## src/rtl/crc_frame_serializer_pkg.sv

```systemverilog
// Shared types for the CRC frame serializer.
// FSM encoding and default byte width.
package crc_pkg;

   localparam int CRC_WD = 8;

   typedef enum logic [2:0] {
      IDLE     = 3'd0,
      SHIFT    = 3'd1,
      WAIT_VLD = 3'd2,
      DRAIN    = 3'd3,
      GAP      = 3'd4
   } state_t;

endpackage

```

## src/rtl/crc_frame_serializer_if.sv

```systemverilog
// Byte input handshake for the CRC frame serializer.
// The producer drives data/valid, the serializer answers with ready.
interface crc_frame_serializer_if #(
   parameter int DATA_WD = 8
);
   logic [DATA_WD-1:0] In_Data;
   logic               In_Valid;
   logic               In_Ready;

   modport master (
      output In_Data,
      output In_Valid,
      input  In_Ready
   );

   modport slave (
      input  In_Data,
      input  In_Valid,
      output In_Ready
   );
endinterface

```

## src/rtl/crc_frame_serializer_fifo.sv

```systemverilog
// Byte buffer for the serializer; exposes the head and the entry behind it
// so the next byte of a frame is available at the pop edge.
module crc_byte_fifo
   import crc_pkg::*;
#(
   parameter int DEPTH = 4,
   parameter int WIDTH = CRC_WD
) (
   input  logic                       clk,
   input  logic                       rst_n,
   input  logic                       push,
   input  logic                       pop,
   input  logic [WIDTH-1:0]           din,
   output logic [WIDTH-1:0]           head,
   output logic [WIDTH-1:0]           next_head,
   output logic                       full,
   output logic                       empty,
   output logic [$clog2(DEPTH+1)-1:0] count
);

   localparam int AW = (DEPTH > 1) ? $clog2(DEPTH) : 1;
   localparam int CW = $clog2(DEPTH + 1);

   logic [WIDTH-1:0] mem [DEPTH];
   logic [AW-1:0]    wr_ptr;
   logic [AW-1:0]    rd_ptr;
   logic             do_push;
   logic             do_pop;

   function automatic logic [AW-1:0] inc(input logic [AW-1:0] p);
      return (p == AW'(DEPTH - 1)) ? '0 : p + AW'(1);
   endfunction

   assign full      = (count == CW'(DEPTH));
   assign empty     = (count == '0);
   assign do_push   = push & ~full;
   assign do_pop    = pop & ~empty;
   assign head      = mem[rd_ptr];
   assign next_head = mem[inc(rd_ptr)];

   always_ff @(posedge clk) begin
      if (do_push) mem[wr_ptr] <= din;
   end

   always_ff @(posedge clk) begin
      if (!rst_n) begin
         wr_ptr <= '0;
         rd_ptr <= '0;
         count  <= '0;
      end else begin
         if (do_push) wr_ptr <= inc(wr_ptr);
         if (do_pop)  rd_ptr <= inc(rd_ptr);
         unique case ({do_push, do_pop})
            2'b10:   count <= count + CW'(1);
            2'b01:   count <= count - CW'(1);
            default: count <= count;
         endcase
      end
   end

endmodule

```

## src/rtl/crc_frame_serializer.sv

```systemverilog
// Feeds buffered frames LSB-first into the serial CRC engine and polices
// the engine's Valid window (timeout, window length, idle gap).
module crc_frame_serializer
   import crc_pkg::*;
#(
   parameter int DATA_WD     = CRC_WD,
   parameter int FRAME_BYTES = 1,
   parameter int FIFO_DEPTH  = 4,
   parameter int GAP_CYCLES  = 2,
   parameter int TIMEOUT     = 32
) (
   input  logic                 CLK,
   input  logic                 RST,
   crc_frame_serializer_if.slave bus,
   input  logic                 Valid,
   output logic                 DATA,
   output logic                 Active,
   output logic                 Busy,
   output logic                 Frame_Done,
   output logic                 Err_Tmo,
   output logic                 Err_Len
);

   localparam int CW = $clog2(FIFO_DEPTH + 1);
   localparam int BW = $clog2(DATA_WD + 1);
   localparam int YW = $clog2(FRAME_BYTES + 1);
   localparam int TW = $clog2(TIMEOUT + 1);
   localparam int LW = $clog2(DATA_WD + 2);
   localparam int GW = $clog2(GAP_CYCLES + 2);

   state_t state, state_nxt;

   logic [BW-1:0]      bit_cnt, bit_nxt;
   logic [YW-1:0]      byte_cnt, byte_nxt;
   logic [TW-1:0]      wait_cnt, wait_nxt;
   logic [LW-1:0]      len_cnt, len_nxt;
   logic [GW-1:0]      gap_cnt, gap_nxt;
   logic [DATA_WD-1:0] head, next_head, cur;
   logic [CW-1:0]      count;
   logic full, empty, push, pop;
   logic data_nxt, active_nxt, busy_nxt;
   logic done_nxt, tmo_nxt, elen_nxt;

   assign push         = bus.In_Valid & ~full;
   assign bus.In_Ready = ~full;

   crc_byte_fifo #(
      .DEPTH (FIFO_DEPTH),
      .WIDTH (DATA_WD)
   ) u_fifo (
      .clk       (CLK),
      .rst_n     (RST),
      .push      (push),
      .pop       (pop),
      .din       (bus.In_Data),
      .head      (head),
      .next_head (next_head),
      .full      (full),
      .empty     (empty),
      .count     (count)
   );

   always_comb begin
      state_nxt  = state;
      bit_nxt    = bit_cnt;
      byte_nxt   = byte_cnt;
      wait_nxt   = wait_cnt;
      len_nxt    = len_cnt;
      gap_nxt    = gap_cnt;
      cur        = head;
      active_nxt = 1'b0;
      done_nxt   = 1'b0;
      tmo_nxt    = 1'b0;
      elen_nxt   = 1'b0;
      pop        = 1'b0;
      unique case (state)
         IDLE: begin
            if (!empty && count >= CW'(FRAME_BYTES)) begin
               state_nxt  = SHIFT;
               bit_nxt    = '0;
               byte_nxt   = '0;
               active_nxt = 1'b1;
            end
         end
         SHIFT: begin
            active_nxt = 1'b1;
            if (bit_cnt == BW'(DATA_WD - 1)) begin
               // next byte is read behind the head so the burst never gaps
               pop     = 1'b1;
               bit_nxt = '0;
               cur     = next_head;
               if (byte_cnt == YW'(FRAME_BYTES - 1)) begin
                  active_nxt = 1'b0;
                  wait_nxt   = '0;
                  state_nxt  = WAIT_VLD;
               end else begin
                  byte_nxt = byte_cnt + YW'(1);
               end
            end else begin
               bit_nxt = bit_cnt + BW'(1);
            end
         end
         WAIT_VLD: begin
            if (Valid) begin
               len_nxt   = LW'(1);
               state_nxt = DRAIN;
            end else if (wait_cnt == TW'(TIMEOUT - 1)) begin
               tmo_nxt   = 1'b1;
               state_nxt = IDLE;
            end else begin
               wait_nxt = wait_cnt + TW'(1);
            end
         end
         DRAIN: begin
            if (Valid) begin
               if (len_cnt != LW'(DATA_WD + 1)) len_nxt = len_cnt + LW'(1);
            end else begin
               elen_nxt = (len_cnt != LW'(DATA_WD));
               gap_nxt  = '0;
               if (GAP_CYCLES == 0) begin
                  done_nxt  = 1'b1;
                  state_nxt = IDLE;
               end else begin
                  state_nxt = GAP;
               end
            end
         end
         GAP: begin
            if (gap_cnt == GW'(GAP_CYCLES - 1)) begin
               done_nxt  = 1'b1;
               state_nxt = IDLE;
            end else begin
               gap_nxt = gap_cnt + GW'(1);
            end
         end
         default: state_nxt = IDLE;
      endcase
      data_nxt = active_nxt & (|(cur & (DATA_WD'(1) << bit_nxt)));
      busy_nxt = (state_nxt != IDLE);
   end

   always_ff @(posedge CLK) begin
      if (!RST) begin
         state      <= IDLE;
         bit_cnt    <= '0;
         byte_cnt   <= '0;
         wait_cnt   <= '0;
         len_cnt    <= '0;
         gap_cnt    <= '0;
         DATA       <= 1'b0;
         Active     <= 1'b0;
         Busy       <= 1'b0;
         Frame_Done <= 1'b0;
         Err_Tmo    <= 1'b0;
         Err_Len    <= 1'b0;
      end else begin
         state      <= state_nxt;
         bit_cnt    <= bit_nxt;
         byte_cnt   <= byte_nxt;
         wait_cnt   <= wait_nxt;
         len_cnt    <= len_nxt;
         gap_cnt    <= gap_nxt;
         DATA       <= data_nxt;
         Active     <= active_nxt;
         Busy       <= busy_nxt;
         Frame_Done <= done_nxt;
         Err_Tmo    <= tmo_nxt;
         Err_Len    <= elen_nxt;
      end
   end

endmodule

```

## src/flat_wrapper.sv

```systemverilog
// flat-port wrapper written by rule: the top's interface ports become plain ports
module crc_frame_serializer_flat import crc_pkg::*;
#(
   parameter int DATA_WD     = CRC_WD,
   parameter int FRAME_BYTES = 1,
   parameter int FIFO_DEPTH  = 4,
   parameter int GAP_CYCLES  = 2,
   parameter int TIMEOUT     = 32
)
  (CLK, RST, Valid, DATA, Active, Busy, Frame_Done, Err_Tmo, Err_Len, bus_In_Data, bus_In_Valid, bus_In_Ready);
  crc_frame_serializer_if #(.DATA_WD(DATA_WD)) bus_i ();
  input  logic CLK;
  input  logic RST;
  input  logic Valid;
  output logic DATA;
  output logic Active;
  output logic Busy;
  output logic Frame_Done;
  output logic Err_Tmo;
  output logic Err_Len;
  input wire logic [$bits(bus_i.In_Data)-1:0] bus_In_Data;
  input wire logic [$bits(bus_i.In_Valid)-1:0] bus_In_Valid;
  output wire logic [$bits(bus_i.In_Ready)-1:0] bus_In_Ready;
  assign bus_i.In_Data = bus_In_Data;
  assign bus_i.In_Valid = bus_In_Valid;
  assign bus_In_Ready = bus_i.In_Ready;
  crc_frame_serializer #(.DATA_WD(DATA_WD), .FRAME_BYTES(FRAME_BYTES), .FIFO_DEPTH(FIFO_DEPTH), .GAP_CYCLES(GAP_CYCLES), .TIMEOUT(TIMEOUT)) u_core (.CLK(CLK), .RST(RST), .bus(bus_i), .Valid(Valid), .DATA(DATA), .Active(Active), .Busy(Busy), .Frame_Done(Frame_Done), .Err_Tmo(Err_Tmo), .Err_Len(Err_Len));
endmodule
```

## config.mk

```make
export PLATFORM = sky130hd
export DESIGN_NAME = crc_frame_serializer_flat
export DESIGN_NICKNAME = d
export VERILOG_FILES = /design/src/rtl/crc_frame_serializer_pkg.sv /design/src/rtl/crc_frame_serializer_if.sv /design/src/rtl/crc_frame_serializer_fifo.sv /design/src/rtl/crc_frame_serializer.sv /design/src/flat_wrapper.sv
export SDC_FILE = /design/constraint.sdc
export NUM_CORES = 1
export LEC_CHECK = 0
export CORE_MARGIN = 2
export CORE_UTILIZATION = 40
export DETAILED_ROUTE_END_ITERATION = 7
export PLACE_DENSITY = 0.63
export SLEW_MARGIN = 20
export SYNTH_ARGS = -nofsm -noshare
export SYNTH_HDL_FRONTEND = slang
export SYNTH_SLANG_ARGS = --single-unit
```

## constraint.sdc

```tcl
create_clock -name CLK -period 2.54 [get_ports CLK]
set_input_delay 0.381 -clock CLK [delete_from_list [all_inputs] [get_ports CLK]]
set_output_delay 0.381 -clock CLK [all_outputs]
set_load 0.005 [all_outputs]
```

# == Yosys cells after proc, flatten, opt, wreduce, memory -nomap -nowiden ==
# Memory sizes are Yosys's and may differ from the RTL's. A register that Yosys moved wholly into a read port is not among the register bits.
# Index checks and enable logic that the tools add are counted.
# op_classes
order_cmp,1
shift,1
mux,44
div,0
mul,0
n_eq_ne,24
reduce_logical,18
n_bitwise,10
addsub,9
# ops
operator,count
$mux 6,4
$mux 3,7
$mux 4,5
$mux 8,2
$pmux 4 s2,2
$pmux 3 s5,1
$ne 2x2->1 const B,7
$mux 1,12
$mux 2,6
$pmux 6 s2,1
$reduce_bool 2->1,5
$add 4x1->4 const B,2
$and 8x8->8,1
$ne 4x4->1 const B,2
$reduce_or 8->1,1
$shl 1x4->8 const A,1
$add 2x1->2 const B,3
$add 6x1->6 const B,1
$eq 2x2->1 const B,3
$eq 3x2->1 const B,2
$eq 3x3->1 const B,2
$eq 6x5->1 const B,1
$logic_not 3->1,2
$ne 2x1->1 const B,3
other kinds (20),31
# word_totals
inputBits,12
rom_bits,0
latch_bits,0
out_inout_bits,7
memories,1
reg_bits,33
ram_bits,32
word_cells,123
# memory_table
memory,words,word_bits,read_ports,rd_clocked_by_memory_dff,write_ports,line_no,text
u_core.u_fifo.mem,4,8,2,1,1,crc_frame_serializer_fifo.sv:24,logic [WIDTH-1:0] mem [DEPTH];

# == Logic depth before layout (Yosys ltp) ==
# depth
ltp_word,9
depth_mapped,9
ltp_nobuf,9

# == Modules after synthesis ==
# From an unflattened synthesis, not the netlist that was laid out.
# unflattened
cells_unflattened,259
area_unflattened_um2,3134.3
# modules_own_cells
mod,cells_per_inst,seq_area_each_um2,instances,area_each_um2
crc_byte_fifo,107,1141.1,1,1831.8
crc_frame_serializer,152,500.5,1,1302.5

# == Least setup slack after synthesis ==
# No wires, ideal clock.
# synth_path
kind,register to register
from,register u_core.state[0]
to,register u_core.u_fifo.count[2]
setup_time_ns,0.076
path_stages_with_launch,9
period_less_slack_ns,2.193
setup_slack_ns,0.347
n_path_buf,2
arrival_ns,2.117
required_time_ns,2.464
cell_sequence,dfxtp_1 buf_2 nor3b_2 nand2_1 buf_2 nor2_1 ha_1 or3_1 a21boi_0
# synth_between
elab_chain_len,5
# synth_lines
element,line_no,text
from (decl),crc_frame_serializer.sv:31,"state_t state, state_nxt;"
from (signal assigned),crc_frame_serializer.sv:157,state <= state_nxt;
$eq 3x1->1 *,crc_frame_serializer.sv:76,unique case (state)
$mux 1 *,crc_frame_serializer.sv:76,
$and 1x1->1 *,crc_frame_serializer_fifo.sv:37,assign do_pop = pop & ~empty;
via u_core.u_fifo.do_pop,crc_frame_serializer_fifo.sv:28,logic do_pop;
$eq 2x1->1 / $eq 2x2->1 (equally long branches),crc_frame_serializer_fifo.sv:53,"unique case ({do_push, do_pop})"
$pmux 3 s2 / $reduce_bool 2->1 (equally long branches),--,
to (signal assigned),crc_frame_serializer_fifo.sv:54,2'b10: count <= count + CW'(1);
to (signal assigned),crc_frame_serializer_fifo.sv:55,2'b01: count <= count - CW'(1);
to (signal assigned),crc_frame_serializer_fifo.sv:56,default: count <= count;
to (decl),crc_frame_serializer_fifo.sv:18,output logic [$clog2(DEPTH+1)-1:0] count
# The timed path passes the listed nets; every way through them passes the cells marked *.
# A chain may end at the register's enable or synchronous reset.

# == Worst setup path in the final report ==
# layout_path
from,register u_core.u_fifo.count[0]
to,register u_core.DATA
# layout_between
elab_chain_len,9
# layout_lines
element,line_no,text
branches (longest 2 deep; another with $ge 3x1->1),--,
$logic_and 1x1->1 *,crc_frame_serializer.sv:78,if (!empty && count >= CW'(FRAME_BYTES)) begin
$mux 4,crc_frame_serializer.sv:78,
$pmux 4 s2,crc_frame_serializer.sv:76,
$shl 1x4->8,crc_frame_serializer.sv:138,data_nxt = active_nxt & (|(cur & (DATA_WD'(1) << bit_nxt)));
$and 8x8->8,crc_frame_serializer.sv:138,
$reduce_or 8->1,crc_frame_serializer.sv:138,
$and 1x1->1 *,crc_frame_serializer.sv:138,
to (signal assigned),crc_frame_serializer.sv:163,DATA <= data_nxt;
to (decl),crc_frame_serializer.sv:16,"output logic DATA,"
# Mark *: on every way between the ends.

==> impl_metrics.toml <==
[status]
outcome = "finished clean"

[placement]
dp_hpwl_um = 3804
gp_congestion = 0.7660
dp_cells = 371
portBuffers = 18

[critical_path]
cp-end-kind = "flip-flop"
criticalPathCategory = "flip-flop to flip-flop"
cp_data_required_time_ps = 2790
cp.arrival_ps = 2530
crit_path_start_kind = "flip-flop"
cp_max_fo = 5

[yosys]
synthAdderAreaFrac_pct = 6.403
synth_seq_cells = 66
synth-edff-count = 32
synth_compound_area_share_pct = 7.283
synth_area_leaders = "edfxtp_1, dfxtp_1, mux4_2"
async_reset_ff_share_pct = 0
netlist_area_um2 = 3127
synthTopCellsByCount = "dfxtp_1, edfxtp_1, ha_1"
synth_top_family_by_area = "simple AND/OR/NAND/NOR gates"
synthMuxAreaShare_pct = 14.37
synth_area_per_cell_um2 = 12.31
synth_cells = 254
yosys.area.top_type = "edfxtp_1"
dominantRegCellSynth = "dfxtp_1"
seq_area_frac_synth_pct = 52.50
synth_most_common_cell = "dfxtp_1"
syn-num-nets = 282
yosys.area_share.simple_pct = 14.89
synth_top_area_share_pct = 30.73
yosys_warnings = 0
synth_cell_types = 46
yosys.area_share.xor_xnor_pct = 1.681

[finish]
final_layout_size_suffix_gt1_share_pct = 15.44
n_antenna_cell = 0
fin_nets = 308
areaGrowthSynthToFinish_pct = 15.41
stdcell_count = 387

[global_routing]
grt_max_degree = 17
antenna_found_initial = 0
grt_pass1_vias = 1984
overflow = 0
grt_first_pass_wirelength_um = 9025
track_usage_pct = 13.90

[clocking]
root_buffer = "clkbuf_8"
hold_buffers = 0
clockBufferDepth = 2
clkTransAtPathRegs_ps = 70
post_cts_buffers = 0
cts_resized = 0
cts_tree = "yes"
htree_levels = 3
cts_sinks = 66
worstSkewPairLatency_ps = 350
numCtsBuffers = 9

[routing]
routedWlPerCell_um = 13.82
drtAntennaViolNets = 0
drc_errors = 0
vias = 1997
drt_iter0_markers = 64
wirelength_um = 5347
viasPerCell = 5.160
firstDrtPassIters = 4

[pwr]
power_uw = 2161
p_leak_uw = 0.001335
p_per_area_nw_per_um2 = 598.9
ir_drop_mv = 0.3610

[sta]
maxSlewViolCount = 0
max_slew_margin_pct = 63.58
rsz0062_at_grt = "no"
tightestPinTransition_ps = 545.5
clock_skew_ps = 7.580
fmax_mhz = 438.7
hold_viol_final = 0
period_minus_slack_ps = 2280
final-setup-viol-count = 0
min_period_over_period_pct = 89.75
fin_tns_setup_ps = 0

[die]
num_rows = 32
core_area_um2 = 7647
die_x_um = 92.42
start_util_pct = 40.89
io_pins = 19
die_h_um = 92.42
fp.dieArea_um2 = 8541

[worst_hold_path]
min_path_type = "flip-flop to flip-flop"

[flow_run]
drv_cap = 0
## flip-flops by register name, indices dropped and copies added (netlist names), named ones only
register and flops:
u_core.Active 1, u_core.Busy 1, u_core.DATA 1, u_core.Err_Len 1
u_core.Err_Tmo 1, u_core.Frame_Done 1, u_core.bit_cnt 4, u_core.gap_cnt 2
u_core.len_cnt 4, u_core.state 3, u_core.u_fifo.count 3, u_core.u_fifo.mem 32
u_core.u_fifo.rd_ptr 2, u_core.u_fifo.wr_ptr 2, u_core.wait_cnt 6
## worst paths after layout
| kind | end | cells after the start | startpoint | slack, ps |
|---|---|---|---|---|
| max reg2reg | u_core.DATA | 7 | u_core.u_fifo.count[0] | 260 |
| min | u_core.wait_cnt[4] | 2 | u_core.wait_cnt[4] | 510 |
| min reg2reg | u_core.wait_cnt[4] | 2 | u_core.wait_cnt[4] | 510 |
| max | u_core.DATA | 7 | u_core.u_fifo.count[0] | 260 |
## through the flow
stage / instance area, um^2 / util [%] / setup slack (ps) / hold slack [ps]
global route: 3608 / 47.19 / 64.23 / 535.9
finish: 3608 / 47.19 / 260.5 / 513.2
detailed placement: 3431 / 44.86 / 293.0 / 497.6
CTS: 3608 / 47.19 / 271.1 / 519.3
floorplan: 3127 / - / 347.0 / 453.1
global placement: 3431 / 44.86 / 359.4 / 465.1
## layout by cell type (no fill, tap or decap), drive strengths merged, types with 4 or more instances in the layout
master	instances
o21ai	11
nand2	15
a21oi	6
nor3	7
nand3	8
xor2	4
mux4	14
and2	7
inv	11
and3	5
nor2b	9
nor2	15
dfxtp	34
ha	16
clkdlybuf4s50	18
edfxtp	32
mux2i	10
clkbuf	9
buf	7
## critical path, stage by stage (launching register included)
cell and delay (ps):
dfxtp_1 420, inv_1 90, ha_1 210, nor2b_1 150
nor3_1 440, a2bb2oi_1 300, mux2_2 360, o211a_1 190
## layer usage
layer	up-vias	share of wire (%)	GRT usage (%)	wire (um)
li1	991	-	-	-
met1	969	44	15.69	2331
met2	28	51	23.91	2725
met3	9	4.2	5.696	227
met4	0	1.2	4.478	62
met5	-	0	0	0
## power by group
group	internal [uW]	switching [uW]
combinational	103	100
sequential	1150	18.8
clock	359	427
## layout make-up
type | count | area [um^2]
Clock buffer | 9 | 123.9
Clock inverter | 7 | 53.80
Fill cell | 677 | 4039
Inverter | 9 | 33.78
Multi-Input combinational cell | 169 | 1395
Sequential cell | 66 | 1642
Tap cell | 102 | 127.6
Timing Repair Buffer | 25 | 232.7
## kinds of logic after synthesis
kind of cell	after synthesis
simple gates	85
flops	66
compound gates	35
mux	27
buf+inv	19
fa+ha+maj	16
xor+xnor	6
Note: power is estimated with default switching activity, not from simulation.
